## src/rtl/lsram_stream_fifo.sv

```systemverilog
// Stream FIFO on an external two-port LSRAM with 1-cycle read latency.
// A 2-entry output buffer hides the RAM latency for 1 word/cycle flow.
module lsram_stream_fifo #(
  parameter int DATA_WIDTH = 18,
  parameter int ADDR_WIDTH = 10
) (
  input  logic                  aclk,
  input  logic                  aresetn,
  input  logic                  flush,
  input  logic                  s_valid,
  output logic                  s_ready,
  input  logic [DATA_WIDTH-1:0] s_data,
  output logic                  m_valid,
  input  logic                  m_ready,
  output logic [DATA_WIDTH-1:0] m_data,
  output logic [ADDR_WIDTH+1:0] level,
  output logic                  empty,
  output logic                  ram_awe,
  output logic [ADDR_WIDTH-1:0] ram_aaddr,
  output logic [DATA_WIDTH-1:0] ram_adin,
  output logic [ADDR_WIDTH-1:0] ram_baddr,
  input  logic [DATA_WIDTH-1:0] ram_bdout
);

  localparam int PW = ADDR_WIDTH + 1;
  localparam int LW = ADDR_WIDTH + 2;
  localparam logic [PW-1:0] DEPTH =
    {1'b1, {ADDR_WIDTH{1'b0}}};
  localparam logic [PW-1:0] PONE =
    {{ADDR_WIDTH{1'b0}}, 1'b1};

  typedef enum logic [1:0] {
    OB_EMPTY,
    OB_ONE,
    OB_TWO
  } ob_state_t;

  logic [PW-1:0]         wp;
  logic [PW-1:0]         rp;
  logic [PW-1:0]         ram_cnt;
  logic                  inflight;
  ob_state_t             ob_q;
  ob_state_t             ob_d;
  logic [DATA_WIDTH-1:0] ob0_q;
  logic [DATA_WIDTH-1:0] ob1_q;
  logic [DATA_WIDTH-1:0] ob0_d;
  logic [DATA_WIDTH-1:0] ob1_d;
  logic [1:0]            ob_cnt;
  logic [2:0]            occ;
  logic                  wr;
  logic                  rd;
  logic                  pop;

  assign ram_cnt   = wp - rp;
  assign s_ready   = (ram_cnt < DEPTH) && !flush && aresetn;
  assign wr        = s_valid && s_ready;
  assign ram_awe   = wr;
  assign ram_aaddr = wp[ADDR_WIDTH-1:0];
  assign ram_adin  = s_data;
  assign ram_baddr = rp[ADDR_WIDTH-1:0];

  assign m_valid = (ob_q != OB_EMPTY);
  assign m_data  = ob0_q;
  assign pop     = m_valid && m_ready;

  assign occ = {1'b0, ob_cnt} + {2'b00, inflight}
             - {2'b00, pop};
  assign rd  = (ram_cnt != '0) && (occ < 3'd2);

  assign level = {1'b0, ram_cnt}
               + {{(LW-1){1'b0}}, inflight}
               + {{(LW-2){1'b0}}, ob_cnt};
  assign empty = (level == '0);

  // Output buffer occupancy derived from its state.
  always_comb begin
    ob_cnt = 2'd0;
    unique case (1'b1)
      ob_q == OB_ONE: ob_cnt = 2'd1;
      ob_q == OB_TWO: ob_cnt = 2'd2;
      default:        ob_cnt = 2'd0;
    endcase
  end

  // Output buffer next state: RAM data lands here when inflight.
  always_comb begin
    ob_d  = ob_q;
    ob0_d = ob0_q;
    ob1_d = ob1_q;
    unique case (ob_q)
      OB_EMPTY: begin
        if (inflight) begin
          ob_d  = OB_ONE;
          ob0_d = ram_bdout;
        end
      end
      OB_ONE: begin
        if (inflight && pop) begin
          ob0_d = ram_bdout;
        end else if (inflight) begin
          ob_d  = OB_TWO;
          ob1_d = ram_bdout;
        end else if (pop) begin
          ob_d = OB_EMPTY;
        end
      end
      OB_TWO: begin
        if (pop) begin
          ob0_d = ob1_q;
          if (inflight) ob1_d = ram_bdout;
          else          ob_d  = OB_ONE;
        end
      end
      default: ob_d = OB_EMPTY;
    endcase
  end

  // Pointers, read pipeline flag and buffer state; flush acts as reset.
  always_ff @(posedge aclk) begin
    if (!aresetn || flush) begin
      wp       <= '0;
      rp       <= '0;
      inflight <= 1'b0;
      ob_q     <= OB_EMPTY;
    end else begin
      if (wr) wp <= wp + PONE;
      if (rd) rp <= rp + PONE;
      inflight <= rd;
      ob_q     <= ob_d;
    end
  end

  // Buffer payload needs no reset; validity comes from ob_q.
  always_ff @(posedge aclk) begin
    ob0_q <= ob0_d;
    ob1_q <= ob1_d;
  end

endmodule

```

## config.mk

```make
export PLATFORM = sky130hd
export DESIGN_NAME = lsram_stream_fifo
export DESIGN_NICKNAME = d
export VERILOG_FILES = /design/src/rtl/lsram_stream_fifo.sv
export SDC_FILE = /design/constraint.sdc
export NUM_CORES = 1
export LEC_CHECK = 0
export ABC_AREA = 1
export CAP_MARGIN = 5
export CORE_UTILIZATION = 54
export CTS_BUF_LIST = sky130_fd_sc_hd__clkbuf_8
export DETAILED_ROUTE_END_ITERATION = 10
export PLACE_DENSITY = 0.89
export RECOVER_POWER = 50
export SETUP_SLACK_MARGIN = 0.05
export SYNTH_ARGS = -nofsm -noshare
export SYNTH_HDL_FRONTEND = slang
export SYNTH_SLANG_ARGS = --single-unit
```

## constraint.sdc

```tcl
create_clock -name aclk -period 9.5 [get_ports aclk]
set_clock_uncertainty 0.2 [all_clocks]
set_input_delay 1.9 -clock aclk [delete_from_list [all_inputs] [get_ports aclk]]
set_output_delay 1.9 -clock aclk [all_outputs]
set_load 0.02 [all_outputs]
```

## Word-level counts from Yosys, hierarchy flattened

Index checks and enable logic that the tools add are counted.
Widths: inputs -> output; s select.

- $lt $le $gt $ge: 2
- Muxes and demuxes: 16
- Equal/unequal tests: 8
- $add $sub $neg: 7
- Reductions and logical operators: 18

Operators by type and width:

| cell | count |
|---|---|
| $mux 18 | 6 |
| $pmux 18 s3 | 1 |
| $pmux 18 s2 | 1 |
| $add 11x1->11 const B | 2 |
| $add 11x1->12 | 1 |
| $add 12x2->12 | 1 |
| $logic_not 12->1 | 1 |
| $mux 2 | 6 |
| $lt 11x11->1 const B | 1 |
| $reduce_bool 11->1 | 1 |
| $sub 11x11->11 | 1 |
| $ne 2x2->1 const B | 4 |
| $logic_and 1x1->1 | 6 |
| $pmux 2 s3 | 1 |
| $reduce_and 5->1 | 1 |
| $pmux 2 s2 | 1 |
| $reduce_and 4->1 | 1 |
| $reduce_bool 2->1 | 2 |
| $add 2x1->3 | 1 |
| $lt 3x2->1 const B | 1 |
| $ne 3x3->1 const B | 1 |
| $reduce_and 3->1 | 1 |
| $reduce_bool 3->1 | 1 |
| $sub 3x1->3 | 1 |
| other kinds (6) | 7 |

- Bits of input ports: 41
- Bits in registers: 61
- Output and inout port bits: 72
- Word-level logic and storage cells: 57

## Logic depth before layout (Yosys ltp)

- Depth after elaboration: 6
- Depth in mapped cells: 19
- Gate-level depth less buffers: 19

## Worst setup path after synthesis

No wires, ideal clock.

- Path type: reg-to-output
- Start: register wp[0]
- End: output port empty
- Stages on the path, launching flop included: 16
- Buffers on the path: 0
- Arrival time: 2911 ps
- Setup slack: 4489 ps
- Data required time: 7400 ps
- Path through: dfxtp_1 > inv_1 > ha_1 > inv_1 > fa_1 > fa_1 > or2_2 > nor2_1 > nand3_1 > nor2_1 > nand2_1 > nor2_1 > nand2_1 > nor2_1 > nand3_1 > nor2_1

- Word-level cells in the longest chain between the ends: 4

RTL lines:

| what | line | source |
|---|---|---|
| start, declared | 38 | `logic [PW-1:0] wp;` |
| start signal, assigned | 126 | `if (wr) wp <= wp + PONE;` |
| $sub 11x11->11 | 54 | `assign ram_cnt = wp - rp;` |
| $add 11x1->12 | 71 | `+ {{(LW-1){1'b0}}, inflight}` |
| $add 12x2->12 | 72 | `+ {{(LW-2){1'b0}}, ob_cnt};` |
| net level[1] | 16 | `output logic [ADDR_WIDTH+1:0] level,` |
| $logic_not 12->1 | 73 | `assign empty = (level == '0);` |
| end, declared | 17 | `output logic empty,` |

The timed path passes the listed nets, and every way through them passes these cells.

## Worst setup path in the final report

- Start: input port aresetn
- End: output port ram_awe

- Word-level cells in the longest chain between the ends: 2

RTL lines:

| what | line | source |
|---|---|---|
| start, declared | 8 | `input logic aresetn,` |
| $logic_and 1x1->1 | 55 | `assign s_ready = (ram_cnt < DEPTH) && !flush && aresetn;` |
| $logic_and 1x1->1 | 56 | `assign wr = s_valid && s_ready;` |
| end, declared | 18 | `output logic ram_awe,` |

Every way passes these cells.

==> implementation parameters <==
Parameter                              Value

Setup path
  Worst R2R Path Depth    6
  Minimum setup slack among reg-to-reg paths    6290 ps
  Maximum fanout encountered on the critical timing path    15
  Data arrival, critical path    4440 ps
  Worst R2R Start    ob_q[1]$_SDFFE_PP0P_
  Termination of the worst setup path    ram_awe
  Worst setup EP type    output port
  Worst setup SP type    primary input
  Critical R2R Capture    ob1_q[16]$_DFFE_PP_
  Beginning of the critical path    aresetn
  Kind of critical path    in -> out
  Worst endpoint required time    7400 ps

Die
  Initial core utilization    0.574
  Horizontal die dimension    87.9 µm
  Area of the core    0.00694 mm²
  Count of pins on the block boundary    113
  Area of the die    0.00772 mm²
  Row cnt    30
  Die Span Y    87.9 µm

Timing
  Hold WS    288 ps
  Min Clock Period, post-route    6540 ps
  Slew headroom    0.500
  Maximum frequency from static timing analysis    153 MHz
  Transition time at the pin with the least slew margin    750 ps
  Aggregate negative setup slack    0 ps
  Final worst-path cycle share    0.688
  Final max-slew violation count    0
  Final setup viols    0
  Hold violation count in the final report    0
  RSZ-0062 raised after global routing    no

Detailed routing
  Number of DRC markers after the initial detailed-route iteration    218
  Total Routed Length    8640 µm
  Count of unresolved DRC violations after routing    0
  DR vias/cell    5.30
  Antenna Violating Nets Remaining    0
  Vias    3533
  First-pass iteration count of the detailed router    5
  Post-DR wirelength/cell    13.0 µm

Synthesis
  Cell with the most instances after synthesis    nand2_1
  Gate Count Post-Synth    523
  Post-synth net total    582
  Post-synth top cells    156 x nand2_1, 65 x inv_1, 45 x nand3_1
  Post-synthesis cell area    0.00398 mm²
  Number of storage elements in the synthesis netlist    61
  Post-synthesis cell type with the largest combined area    edfxtp_1
  Average instance area after synthesis    7.62 µm²
  Share of Yosys cell area claimed by the top area cell type    0.271
  Yosys warns    0
  Largest cells by area after synthesis    edfxtp_1 27%, nand2_1 15%, dfxtp_1 13%
  Top flip-flop cell by instance count after synthesis    edfxtp_1
  Proportion of synthesized flip-flops having asynchronous set or reset    0
  Number of enable-type register cells in the synthesized netlist    36
  Count of cell types in the netlist    39
  Sequential fraction of the synthesis area    0.397

Clocking
  Number of buffers on the longest clock path    2
  Number of H-tree levels    3
  TritonCTS clock tree    done
  Clk sink count    61
  TritonCTS buffer count    9
  Cts-stage hold buffer count    0
  Buffers inserted by post-CTS timing repair    0
  CTS clk-pin slew, worst paths    70 ps
  Buffer cell driving the clock tree root    clkbuf_8
  Source-to-sink clock delay at the later pin of the worst-skew pair    340 ps
  Post-CTS Resized    0

Global routing
  Tot GR Track Use    0.240
  Number of antenna violations at the first check in global routing    0
  Global route total overflow    0
  Maximum number of pins on one net before global-route repair    24
  Number of global-route vias before repair    3348
  Wire length of the first global-routing pass    14300 µm

Place
  IO Port Bufs    76
  Routability congestion estimate    0.946
  Post-DP HPWL    6760 µm

Run status
  Result of the run    complete, no violations

Flow run
  Count of max-cap constraint violations    0

Final layout
  Share of final-layout standard cells stronger than drive strength 1    0.0667
  Number of fillers in the final layout    520
  # nets final    624
  Layout-stage area growth over the synthesis result    19.0%
  Ant diodes    0

Pwr
  Lkg Pwr    2.08 nW
  Peak VDD IR    0.0000730 V
  Power density cells    146 mW/mm²

Min path
  Classification of the worst-slack hold path    reg -> reg
## placed cells by master (no fill, tap or decap), drive strengths merged
| cell type | instances |
|---|---|
| o21a | 1 |
| o21ai | 13 |
| dfxtp | 25 |
| nor2 | 41 |
| edfxtp | 36 |
| nand3 | 47 |
| bufinv | 1 |
| xnor2 | 1 |
| xor2 | 12 |
| nand4 | 6 |
| nor3 | 10 |
| inv | 68 |
| dlygate4sd3 | 39 |
| o31ai | 1 |
| buf | 1 |
| o221ai | 1 |
| a21oi | 23 |
| or2 | 2 |
| and3 | 1 |
| nand2 | 163 |
| clkinv | 5 |
| clkbuf | 10 |
| fa | 4 |
| ha | 14 |
| nor4 | 4 |
| o21bai | 1 |
| a21boi | 1 |
| clkdlybuf4s50 | 37 |
| nor3b | 1 |
| a31oi | 1 |
## through the flow
stage | instances | setup slack, ps | power [mW] | cell area [µm²] | util
after floorplan | 523 | 4490 | 0.423 | 3980 | -
after global placement | 650 | 3210 | 0.468 | 4550 | 0.656
after detailed placement | 650 | 3100 | 0.474 | 4550 | 0.656
after CTS | 666 | 3080 | 0.699 | 4750 | 0.684
after global routing | 666 | 2800 | 0.724 | 4740 | 0.683
final | 666 | 2960 | 0.693 | 4740 | 0.683
## critical path: stages
cell	delay (ps)
dlygate4sd3_1	520
inv_1	40
nor2_1	510
nand3_1	490
inv_1	330
clkdlybuf4s50_1	650
## routing by layer
layer,track usage,routed length [µm]
met5,0,0
met4,0.118,284
met3,0.0443,531
met2,0.438,4300
met1,0.268,3530
## kinds of logic (layout without fill, tap and decap cells)
logic type,Yosys count,after routing,share of synthesized area
flip-flops,61,61,0.397
XOR/XNOR,13,13,0.0286
AO/OA/AOI/OAI,42,42,0.0622
AND/OR/NAND/NOR,275,275,0.302
adder cells (fa/ha/maj),18,18,0.0641
buffers and inverters,114,161,0.146
## report_power, final
part / total, mW / switching [mW] / internal [mW]
combinational: 0.173 / 0.107 / 0.0662
sequential: 0.293 / 0.00373 / 0.289
clock: 0.227 / 0.105 / 0.122
## layout make-up
type / count / area, µm² / share of cell area
Multi-Input combinational cell: 348 / 1820 / 0.384
Timing Repair Buffer: 78 / 772 / 0.163
Sequential cell: 61 / 1580 / 0.334
Tap cell: 96 / 120 / 0.0253
Clock buffer: 9 / 124 / 0.0261
Inverter: 67 / 251 / 0.0530
Clock inverter: 7 / 73.8 / 0.0156
## sequential cells by signal (all words and copies together) (netlist names)
signal	cells
m_data	18
ob1_q	18
rp	11
wp	11
ob_q	2
inflight	1
## worst min path at each step
stage	startpoint	end	slack, ps	cells after the start
4_1_cts	rp[9]$_SDFFE_PP0P_	rp[9]$_SDFFE_PP0P_	300	2
3_3_place_gp	rp[9]$_SDFFE_PP0P_	rp[9]$_SDFFE_PP0P_	280	2
2_1_floorplan	rp[9]$_SDFFE_PP0P_	rp[9]$_SDFFE_PP0P_	250	2
5_1_grt	rp[9]$_SDFFE_PP0P_	rp[9]$_SDFFE_PP0P_	330	2
6_report	rp[9]$_SDFFE_PP0P_	rp[9]$_SDFFE_PP0P_	290	2
3_5_place_dp	rp[9]$_SDFFE_PP0P_	rp[9]$_SDFFE_PP0P_	280	2
(Power assumes the default switching activity.)
